==> src/rtl/mux_scan_nto1_if.sv <==
// Bundles the channel inputs, select/mode/enable controls and the registered selection outputs.
// Latency: none; this is wiring only.
// Backpressure: none; the en signal carried here is the only stall control.
interface mux_scan_nto1_if #(
    parameter int N = 4,
    parameter int W = 8
);
    localparam int SW = (N > 2) ? $clog2(N) : 1;

    logic [N*W-1:0] din;
    logic [SW-1:0]  sel;
    logic           mode;
    logic           en;
    logic [W-1:0]   y;
    logic [SW-1:0]  ch;
    logic           valid;
    logic           wrap;

    // Stimulus side: drives data and controls, observes the selection.
    modport master (
        output din, sel, mode, en,
        input  y, ch, valid, wrap
    );

    // Mux side: consumes data and controls, produces the selection.
    modport slave (
        input  din, sel, mode, en,
        output y, ch, valid, wrap
    );
endinterface

==> src/rtl/mux_scan_nto1.sv <==
// Registered N-to-1 mux with manual select and automatic dwell-based channel scan.
// Latency: one cycle from din/sel/mode at an edge to y/ch/valid/wrap after that edge.
// Backpressure: none; en=0 freezes all state and outputs, and forces wrap low.
module mux_scan_nto1 #(
    parameter int N     = 4,
    parameter int W     = 8,
    parameter int DWELL = 4
) (
    input  logic            clk,
    input  logic            rst,
    mux_scan_nto1_if.slave  bus
);
    localparam int SW = (N > 2) ? $clog2(N) : 1;
    localparam int DW = $clog2(DWELL) + 1;

    localparam logic [SW-1:0] P_LAST = SW'(N - 1);
    localparam logic [DW-1:0] D_LAST = DW'(DWELL - 1);

    localparam logic [1:0] ST_IDLE   = 2'd0;
    localparam logic [1:0] ST_MANUAL = 2'd1;
    localparam logic [1:0] ST_SCAN   = 2'd2;

    logic [1:0]    state;
    logic [SW-1:0] p;
    logic [DW-1:0] d;

    logic [W-1:0]  y_q;
    logic [SW-1:0] ch_q;
    logic          valid_q;
    logic          wrap_q;

    // Pointer and dwell as seen by a scan edge: a scan entered from IDLE or
    // MANUAL always begins at channel 0 with a fresh dwell.
    logic [SW-1:0] scan_p;
    logic [DW-1:0] scan_d;
    logic [W-1:0]  man_dat;
    logic          man_ok;
    logic [W-1:0]  scan_dat;

    assign scan_p = (state == ST_SCAN) ? p : '0;
    assign scan_d = (state == ST_SCAN) ? d : '0;

    // Channel selection for both modes; out-of-range manual selects leave man_ok low.
    always_comb begin
        man_dat  = '0;
        man_ok   = 1'b0;
        scan_dat = '0;
        for (int k = 0; k < N; k++) begin
            if (bus.sel == SW'(k)) begin
                man_dat = bus.din[k*W +: W];
                man_ok  = 1'b1;
            end
            if (scan_p == SW'(k)) begin
                scan_dat = bus.din[k*W +: W];
            end
        end
    end

    // Mode FSM, scan pointer/dwell counter and output registers.
    always_ff @(posedge clk) begin
        if (rst) begin
            state   <= ST_IDLE;
            p       <= '0;
            d       <= '0;
            y_q     <= '0;
            ch_q    <= '0;
            valid_q <= 1'b0;
            wrap_q  <= 1'b0;
        end else if (!bus.en) begin
            wrap_q <= 1'b0;
        end else if (!bus.mode) begin
            state   <= ST_MANUAL;
            y_q     <= man_ok ? man_dat : '0;
            ch_q    <= bus.sel;
            valid_q <= man_ok;
            wrap_q  <= 1'b0;
            p       <= '0;
            d       <= '0;
        end else begin
            state   <= ST_SCAN;
            y_q     <= scan_dat;
            ch_q    <= scan_p;
            valid_q <= 1'b1;
            if (scan_d == D_LAST) begin
                d      <= '0;
                p      <= (scan_p == P_LAST) ? '0 : scan_p + 1'b1;
                wrap_q <= (scan_p == P_LAST);
            end else begin
                d      <= scan_d + 1'b1;
                wrap_q <= 1'b0;
            end
        end
    end

    assign bus.y     = y_q;
    assign bus.ch    = ch_q;
    assign bus.valid = valid_q;
    assign bus.wrap  = wrap_q;
endmodule

==> src/flat_wrapper.sv <==
// flat-port wrapper written by rule: the top's interface ports become plain ports
module mux_scan_nto1_flat 
#(
    parameter int N     = 4,
    parameter int W     = 8,
    parameter int DWELL = 4
)
  (clk, rst, bus_din, bus_sel, bus_mode, bus_en, bus_y, bus_ch, bus_valid, bus_wrap);
  mux_scan_nto1_if #(.N(N), .W(W)) bus_i ();
  input  logic clk;
  input  logic rst;
  input wire logic [$bits(bus_i.din)-1:0] bus_din;
  input wire logic [$bits(bus_i.sel)-1:0] bus_sel;
  input wire logic [$bits(bus_i.mode)-1:0] bus_mode;
  input wire logic [$bits(bus_i.en)-1:0] bus_en;
  output wire logic [$bits(bus_i.y)-1:0] bus_y;
  output wire logic [$bits(bus_i.ch)-1:0] bus_ch;
  output wire logic [$bits(bus_i.valid)-1:0] bus_valid;
  output wire logic [$bits(bus_i.wrap)-1:0] bus_wrap;
  assign bus_i.din = bus_din;
  assign bus_i.sel = bus_sel;
  assign bus_i.mode = bus_mode;
  assign bus_i.en = bus_en;
  assign bus_y = bus_i.y;
  assign bus_ch = bus_i.ch;
  assign bus_valid = bus_i.valid;
  assign bus_wrap = bus_i.wrap;
  mux_scan_nto1 #(.N(N), .W(W), .DWELL(DWELL)) u_core (.clk(clk), .rst(rst), .bus(bus_i));
endmodule
==> config.mk <==
export PLATFORM = sky130hd
export DESIGN_NAME = mux_scan_nto1_flat
export DESIGN_NICKNAME = d
export VERILOG_FILES = /design/src/rtl/mux_scan_nto1_if.sv /design/src/rtl/mux_scan_nto1.sv /design/src/flat_wrapper.sv
export SDC_FILE = /design/constraint.sdc
export NUM_CORES = 1
export LEC_CHECK = 0
export BUFFER_PORTS_ARGS = -buffer_cell sky130_fd_sc_hd__buf_2
export CAP_MARGIN = 20
export CORE_UTILIZATION = 45
export DETAILED_ROUTE_END_ITERATION = 10
export GPL_TIMING_DRIVEN = 0
export HOLD_SLACK_MARGIN = 0.05
export PLACE_DENSITY = 0.75
export SLEW_MARGIN = 30
export SYNTH_ARGS = -nofsm -noshare
export SYNTH_HDL_FRONTEND = slang
export SYNTH_SLANG_ARGS = --single-unit
==> constraint.sdc <==
create_clock -name clk -period 2 [get_ports clk]
set_clock_uncertainty 0.05 [all_clocks]
set_input_delay 0.3 -clock clk [delete_from_list [all_inputs] [get_ports clk]]
set_output_delay 0.3 -clock clk [all_outputs]
set_load 0.01 [all_outputs]
After elaboration in Yosys (flattened, before gate mapping). Cells that the tools add are included.

$add $sub $neg: 2. Eq/ne operators: 9. Mux-type cells: 24. Bitwise logic cells: 3. Reduce and logical (&&, ||, !) cells: 4.

Operator list (number): 8-bit 2-to-1 mux (10); 2-bit 2-to-1 mux (6); 2-bit equality test, second input constant (5); 3-bit 2-to-1 mux (3); 1-bit 2-to-1 mux (5); 2-bit by 1-bit equality test with 1-bit output, second input constant (2); 2-bit logical NOT (2); 4-bit OR reduction (1); 3-bit by 1-bit adder with 3-bit output, second input constant (1); 3-bit by 2-bit equality test with 1-bit output, second input constant (1); 1-bit NOT (3); 2-bit by 1-bit adder with 2-bit output, second input constant (1); 2-bit by 1-bit != test with 1-bit output, second input constant (1); 2-bit AND reduction (1).

Bits in registers: 19. Input port bits: 38. Output and inout port bits: 12.

Logic depth before layout (Yosys ltp). Gate-level depths: netlist of run 1.

Word-level depth: 8. Mapped depth: 10.

Worst setup path after synthesis of run 1. No wires, ideal clock.

Path kind: register to register. Start: register u_core.state[1]. End: register u_core.y_q[2] (netlist: u_core.bus.y[2]). Arrival: 1801 ps. Path slack: 76 ps. Stages on the path, launching flop included: 11. Buffers on the path: 3. Cells stage by stage: dfxtp_1 -> nor2b_1 -> clkbuf_1 -> nand2_1 -> inv_1 -> ha_1 -> clkbuf_1 -> buf_2 -> a21oi_1 -> a221o_1 -> o211ai_2.

Cells in the longest elaborated chain, start to end: 8.

RTL lines: start, declared (RTL line mux_scan_nto1.sv:23) `logic [1:0] state;`; start signal, assigned (RTL line mux_scan_nto1.sv:62) `state <= ST_IDLE;`; start signal, assigned (RTL line mux_scan_nto1.sv:72) `state <= ST_MANUAL;`; start signal, assigned (RTL line mux_scan_nto1.sv:80) `state <= ST_SCAN;`; 2-bit equality test (*) (RTL line mux_scan_nto1.sv:40) `assign scan_p = (state == ST_SCAN) ? p : '0;`; 2-bit 2-to-1 mux (*) (RTL line mux_scan_nto1.sv:40); 2-bit logical NOT (RTL line mux_scan_nto1.sv:53) `if (scan_p == SW'(k)) begin`; 8-bit 2-to-1 mux (3 in series) (RTL line mux_scan_nto1.sv:53); 8-bit 2-to-1 mux (*) (RTL line mux_scan_nto1.sv:53); 8-bit 2-to-1 mux (*) (RTL line mux_scan_nto1.sv:71) `end else if (!bus.mode) begin`; end signal, assigned (RTL line mux_scan_nto1.sv:73) `y_q <= man_ok ? man_dat : '0;`; end signal, assigned (RTL line mux_scan_nto1.sv:81) `y_q <= scan_dat;`; end, declared (RTL line mux_scan_nto1.sv:27) `logic [W-1:0] y_q;`.

Every way passes the cells marked *; elsewhere a longest branch is shown, timed or not. A chain may end at the register's enable or synchronous reset.

Worst setup path after layout of run 1. Same ends and word-level chain as after synthesis.

==> results by group, run 1 <==
Logic synthesis
  • Net Count, Synth: roughly 220
  • Seq/Total Area, Yosys: 25.4%
  • Syn Area/Cell: around 8.4 sq um
  • Yosys cell types: 31
  • Post-Synthesis Cells: 178
  • Yosys Warn Count: 0
  • Area leader, netlist: dfxtp_1
  • Synth Register Bits: 19
  • Share of the synthesized area in the top cell type: 25.4%
  • Cell Area, Synth: 0.00150 sq mm
  • Synth area leaders: dfxtp_1 25%, mux2i_1 11%, o211ai_2 6.7%, a221o_1 5.4%, nand3b_1 5.0%

STA
  • RSZ-0062 raised after global routing: no
  • F_max: 0.536 GHz
  • Worst Max-Slew Pin Slew: 0.676 ns
  • Relative slew margins: 54.9%
  • Tcrit/Tclk final: between 90% and 100%
  • Final Max Tran Viols: 0
  • Final count of negative-setup-slack endpoints: 0
  • Fin crit period: ~1.9 ns
  • Worst Hold Slack: 0.272 ns
  • Final hold vios: 0

Hold path
  • Worst hold path depth: 3
  • Worst hold path class: input port to flip-flop
  • Worst hold start: bus_en
  • Hold EP: u_core.state[0]

Drt
  • Final wirelength: a little over 4 mm
  • Remaining DRCs: 0
  • 1st-iter DRT viols: 58
  • Final ANT Viol Nets: 0
  • Pre-antenna DRT Iters: 4
  • Wire length per cell: 15.2 um
  • Vias/cell: 5.75
  • Via count: about 1500

Global routing
  • First-pass GRT wire length: roughly 6.3 mm
  • Pin count of the biggest net entering global routing: 11
  • Antenna violations before repair: 0
  • Vias in the first global route: 1397
  • Tot GR Track Use: 24.0%
  • Overflow after GRT: 0

Power
  • Total power: roughly 850 uW
  • P_leak: 0.854 nW
  • VDD IR max: 0.185 mV
  • Power Density: roughly 460 mW/mm^2

Setup path
  • Flop2flop setup slack: around 0.13 ns
  • Reg2reg start: u_core.state[1]
  • Crit path max fanout: 10
  • R2r worst-path depth: 8
  • Endpoint type of the worst setup path: flip-flop
  • CP startpoint kind: flip-flop
  • Worst EP arrival: 2.07 ns
  • R2r endpoint: u_core.bus.y[2]
  • Crit path kind: flip-flop to flip-flop
  • WP data required: 2.20 ns

Cells and area
  • Diode count: 0
  • Area grow syn2layout: 23.3%
  • Final Net Count: roughly 270
  • Area of the multi-input gates: just over 0.001 sq mm
  • Seq. cell area: approximately 380 sq um
  • Fill cell total of the finished layout: 310
  • Layout cell share with drive strength beyond 1: 34.2%

Clock tree
  • Clock sinks: 19
  • Clk root buf: clkbuf_4
  • Clock Pin Slew Worst Setup and Hold Paths: 0.12 ns
  • Clock Tree Buf Depth: 2
  • Post-CTS Hold Buffers: 0
  • Clock Latency Late Sink: roughly 0.30 ns
  • Htree depth: 1
  • TritonCTS Buffers: 3
  • TritonCTS clock tree: done

Run
  • Max-cap viol count: 0

Floorplan
  • Die width: between 50 and 60 um
  • Io pins: 50
  • Num rows: 20
  • Die H: 59.6 um
  • Core box area: 0.00310 sq mm
  • DIE AREA: 0.00356 sq mm
  • Initial Util: between 40% and 50%

Place
  • Post-DP HPWL: 2.92 mm
  • I/O Buffers: 46
  • Placer Congestion: 0.771

Run status
  • Status: finished, final reports clean
## area by class of cell
cell class / instances / share of cell area [%]
multi-input cells: 130 / 55.3
flip-flops and latches: 19 / 20.7
repair buffers: 47 / 12.9
plain buffers: 15 / 4.68
well taps: 44 / 2.99
inverters: 10 / 2.04
clock buffers: 4 / 1.43
## state kept, by name, indices dropped and copies added, names as in the netlist
| signal | count |
|---|---|
| u_core.bus.wrap | 1 |
| u_core.p | 2 |
| u_core.bus.y | 8 |
| u_core.bus.ch | 2 |
| u_core.d | 3 |
| u_core.bus.valid | 1 |
| u_core.state | 2 |
## power breakdown
| part | internal (mW) | leakage [nW] | total [mW] | switching (mW) |
|---|---|---|---|---|
| Combinational | 0.108 | 0.682 | 0.228 | 0.120 |
| Sequential | 0.402 | 0.157 | 0.414 | 0.0119 |
| Clock | 0.0779 | 0.0150 | 0.208 | 0.130 |
| Total | 0.588 | 0.854 | 0.850 | 0.263 |
## worst max-delay path, cell delays in order (launching register included)
cell	delay [ns]
dfxtp_2	0.35
nor2b_4	0.26
nand2_2	0.09
inv_1	0.09
ha_2	0.25
clkbuf_4	0.22
a21oi_1	0.08
a221o_1	0.35
o211ai_2	0.07
## stage by stage
stage	utilization, %	cell area [sq um]	setup slack, ns	TNS (ns)	std cells
after floorplan	-	1500	0.0756	0	178
after global placement	57.4	1780	-0.322	-2.51	268
after detailed placement	57.4	1780	-0.358	-2.73	268
after CTS	59.4	1840	0.0175	0	271
after global routing	59.4	1840	0.0527	0	269
final	59.4	1840	0.134	0	269
## synth_stat cells (all sizes together)
cell / n
clkbuf: 7
nor4: 1
and2: 2
nor2b: 4
a211o: 8
a21oi: 13
or3b: 1
nor2: 12
a221o: 8
o22a: 8
inv: 10
nand3: 9
or3: 1
ha: 5
nand2b: 7
nand4bb: 1
mux2i: 16
o211ai: 9
nand3b: 10
a21o: 1
nand2: 6
buf: 12
dfxtp: 19
o21bai: 1
a31oi: 3
o311a: 1
and3b: 1
a211oi: 2
## cell families (layout without fill, tap and decap cells)
family	after synthesis	in the layout	share of synthesized area, %
adders and majority gates	5	5	4.18
and+or+nand+nor	55	55	20.8
buffers and inverters	29	76	8.70
muxes	16	16	10.7
AOI/OAI and AO/OA	54	54	30.2
DFF	19	19	25.4
## layer usage
metal  global-route usage [%]  up-vias  part of all wire, %  routed length [um]
met5                        0        -                    0                   0
met1                     31.4      719                   45                1860
met3                     4.15        6                  6.2                 254
met2                     39.7       66                   47                1930
met4                     7.64        0                  1.3                  53
li1                         -      757                    -                   -
## placed cells by master, fill, tap and decap left out, drive strengths merged
cell type,count
buf,58
dfxtp,19
mux2i,16
a21oi,13
nor2,12
inv,10
nand3b,10
nand3,9
o211ai,9
o22a,8
a211o,8
a221o,8
clkbuf,8
nand2b,7
nand2,6
ha,5
nor2b,4
a31oi,3
and2,2
a211oi,2
or3b,1
nand4bb,1
a21o,1
and3b,1
o21bai,1
o311a,1
nor4,1
or3,1
## worst max-delay path by stage
| stage | startpoint | to | slack, ns | cells past startpoint |
|---|---|---|---|---|
| final | u_core.state[1] | u_core.bus.y[2] | 0.13 | 8 |
| after floorplan | u_core.state[1] | u_core.bus.y[2] | 0.08 | 10 |
| after CTS | u_core.state[1] | u_core.bus.y[2] | 0.02 | 9 |
| after global routing | u_core.state[1] | u_core.bus.y[4] | 0.05 | 8 |
| after global placement | u_core.state[1] | u_core.bus.y[6] | -0.32 | 9 |
| after detailed placement | u_core.state[1] | u_core.bus.y[2] | -0.36 | 9 |
## repair_timing
item	4_1_cts	5_1_grt
endpoints found under the setup margin	8	8
gates cloned	0	0
setup buffers	1	0
pin swaps	2	1
gates resized for setup	11	5
No activity file was read; power rests on OpenSTA's default activity.
==> inputs of run 2 (changes only) <==
--- a/config.mk
+++ b/config.mk
@@ -12,6 +12,7 @@
 export GPL_TIMING_DRIVEN = 0
 export HOLD_SLACK_MARGIN = 0.05
 export PLACE_DENSITY = 0.75
+export RECOVER_POWER = 50
 export SLEW_MARGIN = 30
 export SYNTH_ARGS = -nofsm -noshare
 export SYNTH_HDL_FRONTEND = slang
==> results by group, run 2 (same netlist as run 1, synthesis figures left out) <==
Cells and area
  • Commonest cells after routing, fill and taps aside: 41 x buf_2, 18 x dfxtp_1, 16 x mux2i_1
  • Area grow syn2layout: 22.3%
  • Layout cell share with drive strength beyond 1: 29.3% (-4.9 points)
  • Post-route cell area: 0.00183 sq mm (-0.75%)
  • Max reg flops: 8 (unchanged)
  • Fin cells: 269 (unchanged)
  • Diode count: 0 (unchanged)
  • Area of the multi-input gates: 0.00102 sq mm (unchanged)
  • Commonest non-fill, non-tap cell in the layout: buf_2
  • Fill cell total of the finished layout: 319 (+2.9%)
  • Final Net Count: 269 (unchanged)
  • Seq. cell area: 382 sq um (unchanged)

Power
  • Clock power share: 24.5% (about the same)
  • Power Density: 461 mW/mm^2 (about the same)
  • Internal power: 583 uW (-0.76%)
  • VDD IR max: 0.185 mV (about the same)
  • Comb power frac: 26.4% (-0.5 points)
  • Reg power frac: 49.1% (+0.5 points)
  • P_leak: 0.815 nW (-4.6%)
  • Total power: 844 uW (-0.80%)
  • Sw frac: 30.8% (about the same)
  • Sw power: 260 uW (-0.90%)

Global routing
  • First-pass GRT wire length: 6.35 mm (unchanged)
  • Tot GR Track Use: 24.0% (unchanged)
  • Antenna violations before repair: 0 (unchanged)
  • Vias in the first global route: 1397 (unchanged)
  • Pin count of the biggest net entering global routing: 11 (unchanged)
  • Overflow after GRT: 0 (unchanged)

Clock tree
  • Clock sinks: 19 (unchanged)
  • Clock Tree Buf Depth: 2 (unchanged)
  • Clock Latency Late Sink: 0.30 ns (about the same)
  • Clk root buf: clkbuf_4
  • Htree depth: 1 (unchanged)
  • Post-CTS Hold Buffers: 0 (unchanged)
  • TritonCTS Buffers: 3 (unchanged)
  • Clock Pin Slew Worst Setup and Hold Paths: 0.12 ns (about the same)
  • TritonCTS clock tree: done

Place
  • I/O Buffers: 46 (unchanged)
  • Post-DP HPWL: 2.92 mm (unchanged)
  • Placed Cells: 268 (unchanged)
  • Cell area after placement: 0.00178 sq mm (unchanged)
  • Placer Congestion: 0.771 (unchanged)

Drt
  • Pre-antenna DRT Iters: 4 (unchanged)
  • Via count: 1544 (-0.26%)
  • Final wirelength: 4.06 mm (-1.1%)
  • 1st-iter DRT viols: 70 (+21%)
  • Vias/cell: 5.74 (-0.26%)
  • Final ANT Viol Nets: 0 (unchanged)
  • Remaining DRCs: 0 (unchanged)
  • Wire length per cell: 15.1 um (-1.1%)

STA
  • Worst Hold Slack: 0.279 ns (+0.00754 ns)
  • Final hold vios: 0 (unchanged)
  • Final Max Tran Viols: 0 (unchanged)
  • Relative slew margins: 55.4% (+0.41 points)
  • RSZ-0062 raised after global routing: no
  • F_max: 0.538 GHz (+0.37%)
  • Tcrit/Tclk final: 93.0% (-0.35 points)
  • Final count of negative-setup-slack endpoints: 0 (unchanged)
  • Worst Max-Slew Pin Slew: 0.670 ns (-0.00612 ns)
  • Fin crit period: 1.86 ns (-0.00695 ns)

Floorplan
  • Num rows: 20 (unchanged)
  • Io pins: 50 (unchanged)
  • Initial Util: 48.2% (unchanged)
  • DIE AREA: 0.00356 sq mm (unchanged)
  • Die H: 59.6 um (unchanged)
  • Core box area: 0.00310 sq mm (unchanged)
  • Die width: 59.6 um (unchanged)

Setup path
  • Worst EP arrival: 2.06 ns (about the same)
  • Crit path kind: flip-flop to flip-flop
  • WP data required: 2.20 ns (about the same)
  • Endpoint type of the worst setup path: flip-flop
  • CP startpoint kind: flip-flop
  • Crit path max fanout: 10 (unchanged)

Hold path
  • Worst hold path class: input port to flip-flop

Run status
  • Status: finished, final reports clean

Run
  • Max-cap viol count: 0 (unchanged)
==> run 2: cell count changes in the layout (fill, tap and decap cells not counted) <==
cell      before  now
buf_2         52   41
clkbuf_1       4   15
==> run 2: path summary, 6_finish.rpt <==
path | startpoint | end | slack (ns) | cells after the start
max | u_core.state[1] | u_core.bus.y[2] | 0.14 | 8
min | bus_en | u_core.state[0] | 0.28 | 3
max reg2reg | u_core.state[1] | u_core.bus.y[2] | 0.14 | 8
min reg2reg | u_core.d[2] | u_core.d[2] | 0.42 | 2
==> run 2: per-layer routing <==
metal	wire length (um)	vias up	global-route usage [%]
met4	51	0	7.64
met2	1910	73	39.7
met5	0	-	0
li1	-	753	-
met3	298	5	4.15
met1	1800	713	31.4
==> run 2: what timing repair did <==
action,CTS,global route
gates cloned,0,0
endpoints found under the setup margin,8,8
buffers inserted,1,0
pin swaps,2,1
resized for setup,11,5
==> run 2: layout make-up <==
| class | count | share of cell area, % |
|---|---|---|
| Tap cell | 44 | 3.01 |
| Sequential cell | 19 | 20.9 |
| Buffer | 15 | 4.65 |
| Inverter | 10 | 2.05 |
| Multi-Input combinational cell | 130 | 55.7 |
| Timing Repair Buffer | 47 | 12.3 |
| Clock buffer | 4 | 1.44 |
==> run 2: worst max-delay path, stage by stage, from the launching register on <==
cell	delay, ns
dfxtp_2	0.35
nor2b_4	0.26
nand2_2	0.09
inv_1	0.09
ha_2	0.24
clkbuf_4	0.22
a21oi_1	0.08
a221o_1	0.35
o211ai_2	0.07
==> run 2: metrics by stage <==
| step | utilization [%] | setup TNS, ns | setup slack (ns) |
|---|---|---|---|
| floorplan | - | 0 | 0.0756 |
| global placement | 57.4 | -2.51 | -0.322 |
| detailed placement | 57.4 | -2.73 | -0.358 |
| CTS | 59.4 | 0 | 0.0175 |
| global route | 59.0 | 0 | 0.0527 |
| finish | 59.0 | 0 | 0.141 |
==> run 2: power groups by stage <==
stage	combinational (mW)	clock, mW	sequential, mW
floorplan	0.125	0	0.430
global placement	0.220	0	0.421
detailed placement	0.223	0	0.421
CTS	0.227	0.210	0.413
global route	0.244	0.233	0.417
finish	0.223	0.207	0.414
==> inputs of run 3 (changes only) <==
--- a/config.mk
+++ b/config.mk
@@ -7,11 +7,11 @@
 export LEC_CHECK = 0
 export BUFFER_PORTS_ARGS = -buffer_cell sky130_fd_sc_hd__buf_2
 export CAP_MARGIN = 20
-export CORE_UTILIZATION = 45
+export CORE_UTILIZATION = 54
 export DETAILED_ROUTE_END_ITERATION = 10
 export GPL_TIMING_DRIVEN = 0
 export HOLD_SLACK_MARGIN = 0.05
-export PLACE_DENSITY = 0.75
+export PLACE_DENSITY = 0.85
 export RECOVER_POWER = 50
 export SLEW_MARGIN = 30
 export SYNTH_ARGS = -nofsm -noshare
==> constraint.sdc (replaced) <==
create_clock -name clk -period 2.4 [get_ports clk]
set_clock_uncertainty 0.05 [all_clocks]
set_input_delay 0.36 -clock clk [delete_from_list [all_inputs] [get_ports clk]]
set_output_delay 0.36 -clock clk [all_outputs]
set_load 0.01 [all_outputs]
==> results by group, run 3 (same netlist as run 1, synthesis figures left out) <==
Run status
  • Status: finished, final reports clean

Setup path
  • Crit path max fanout: 10 (unchanged)
  • Endpoint type of the worst setup path: flip-flop
  • Worst EP arrival: 2.35 ns (+0.29 ns)
  • R2r worst-path depth: 9 (+1)
  • R2r endpoint: u_core.bus.y[4]
  • CP startpoint kind: flip-flop
  • WP data required: 2.60 ns (+0.40 ns)
  • Reg2reg start: u_core.state[1]
  • Crit path kind: flip-flop to flip-flop
  • Flop2flop setup slack: 0.25 ns (+0.11 ns)

Clock tree
  • TritonCTS clock tree: done
  • Clock Tree Buf Depth: 2 (unchanged)
  • Clock Latency Late Sink: 0.31 ns (about the same)
  • Clk root buf: clkbuf_4
  • TritonCTS Buffers: 3 (unchanged)
  • Clock sinks: 19 (unchanged)
  • Clock Pin Slew Worst Setup and Hold Paths: 0.12 ns (about the same)
  • Htree depth: 1 (unchanged)
  • Post-CTS Hold Buffers: 0 (unchanged)

Cells and area
  • Diode count: 0 (unchanged)
  • Fill cell total of the finished layout: 217 (-32%)
  • Commonest non-fill, non-tap cell in the layout: buf_2
  • Final Net Count: 270 (+0.37%)
  • Commonest cells after routing, fill and taps aside: 41 x buf_2, 19 x dfxtp_1, 18 x clkbuf_1
  • Layout cell share with drive strength beyond 1: 25.2% (-4.1 points)
  • Max reg flops: 8 (unchanged)
  • Area grow syn2layout: 18.3%

Global routing
  • Tot GR Track Use: 28.2% (+4.2 points)
  • Overflow after GRT: 0 (unchanged)
  • Antenna violations before repair: 0 (unchanged)
  • First-pass GRT wire length: 5.94 mm (-6.4%)
  • Pin count of the biggest net entering global routing: 11 (unchanged)
  • Vias in the first global route: 1389 (-0.57%)

STA
  • Tcrit/Tclk final: 89.8% (-3.2 points)
  • Final Max Tran Viols: 0 (unchanged)
  • Final worst slack: 0.246 ns (+0.105 ns)
  • Setup TNS: 0 ns (unchanged)
  • Final hold vios: 0 (unchanged)
  • RSZ-0062 raised after global routing: no
  • F_max: 0.464 GHz (-14%)
  • Fin crit period: 2.15 ns (+0.295 ns)
  • Worst Max-Slew Pin Slew: 0.645 ns (-0.0245 ns)
  • Final count of negative-setup-slack endpoints: 0 (unchanged)
  • Relative slew margins: 57.0% (+1.6 points)

Floorplan
  • Die width: 54.6 um (-8.4%)
  • Io pins: 50 (unchanged)
  • DIE AREA: 0.00298 sq mm (-16%)
  • Die H: 54.6 um (-8.4%)
  • Core box area: 0.00254 sq mm (-18%)
  • Initial Util: 58.8% (+11 points)
  • Num rows: 18 (-10%)

Power
  • Internal power: 483 uW (-17%)
  • P_leak: 0.804 nW (-1.4%)
  • Sw power: 217 uW (-17%)
  • VDD IR max: 0.419 mV (+130%)
  • Sw frac: 31.0% (+0.14 points)
  • Comb power frac: 25.8% (-0.6 points)
  • Power Density: 396 mW/mm^2 (-14%)
  • Reg power frac: 49.1% (about the same)
  • Clock power share: 25.1% (+0.6 points)

Hold path
  • Worst hold path depth: 3 (unchanged)
  • Hold EP: u_core.state[0]
  • Worst hold path class: input port to flip-flop
  • Worst hold start: bus_en

Drt
  • Wire length per cell: 14.9 um (-1.1%)
  • 1st-iter DRT viols: 59 (-16%)
  • Via count: 1492 (-3.4%)
  • Vias/cell: 5.83 (+1.5%)
  • Pre-antenna DRT Iters: 4 (unchanged)
  • Final wirelength: 3.82 mm (-5.9%)
  • Remaining DRCs: 0 (unchanged)
  • Final ANT Viol Nets: 0 (unchanged)

Place
  • Placer Congestion: 0.847 (+9.8%)
  • Post-DP HPWL: 2.80 mm (-4.1%)
  • I/O Buffers: 46 (unchanged)
  • Pre-CTS setup slack: 0.0725 ns (+0.430 ns)

Run
  • Max-cap viol count: 0 (unchanged)
run 3: cell types whose count changed in the layout (fill, tap and decap cells not counted), sizes merged:
cell / previous run / this run
buf: 47 / 44
clkbuf: 19 / 23
run 3: power by group through the flow:
stage          sequential, mW  combinational, mW  clock (mW)
6_report                0.344              0.181       0.176
2_1_floorplan           0.359              0.104           0
4_1_cts                 0.344              0.185       0.173
5_1_grt                 0.347              0.198       0.184
3_3_place_gp            0.350              0.182           0
3_5_place_dp            0.351              0.184           0
run 3: area by class of cell:
class / count / area, sq um / share of cell area, %
multi-input cells: 130 / 990 / 55.9
well taps: 30 / 37.5 / 2.12
plain buffers: 17 / 81.3 / 4.60
repair buffers: 46 / 216 / 12.2
inverters: 10 / 37.5 / 2.12
flip-flops and latches: 19 / 380 / 21.5
clock buffers: 4 / 26.3 / 1.49
run 3: how the worst max path moves through the flow:
stage	endpoint	slack, ns	startpoint	cells past startpoint
floorplan	u_core.bus.y[2]	0.48	u_core.state[1]	10
global placement	u_core.bus.y[6]	0.12	u_core.state[1]	9
detailed placement	u_core.bus.y[3]	0.07	u_core.state[1]	9
CTS	u_core.bus.y[3]	0.03	u_core.state[1]	9
global route	u_core.bus.y[3]	0.09	u_core.state[1]	9
finish	u_core.bus.y[4]	0.25	u_core.state[1]	9
run 3: critical path, stage by stage (launching register included):
cell,delay [ns]
dfxtp_1,0.34
nor2b_1,0.12
clkbuf_2,0.16
nand2_1,0.16
inv_1,0.08
ha_1,0.18
buf_2,0.18
nand4bb_2,0.38
a221o_1,0.36
o211ai_2,0.07
run 3: per-layer routing:
layer  part of all wire (%)  up-vias  global-route usage [%]
li1                       -      752                       -
met1                     42      679                    32.3
met2                     50       57                    49.6
met3                    6.3        4                    3.06
met4                    1.5        0                    16.2
met5                      0        -                       0
run 3: repair_timing:
| action | 4_1_cts | 5_1_grt |
|---|---|---|
| gates resized for setup | 0 | 5 |
| endpoints found under the setup margin | 0 | 8 |
| setup buffers | 0 | 0 |
run 3: stage by stage:
stage	hold slack (ns)	util, %	instance area [sq um]	std cells	power (mW)
final	0.373	69.5	1770	256	0.700
after CTS	0.306	70.3	1790	258	0.702
after detailed placement	0.392	69.3	1760	254	0.535
after floorplan	0.372	-	1500	178	0.463
after global placement	0.384	69.3	1760	254	0.532
after global routing	0.415	69.5	1770	256	0.730
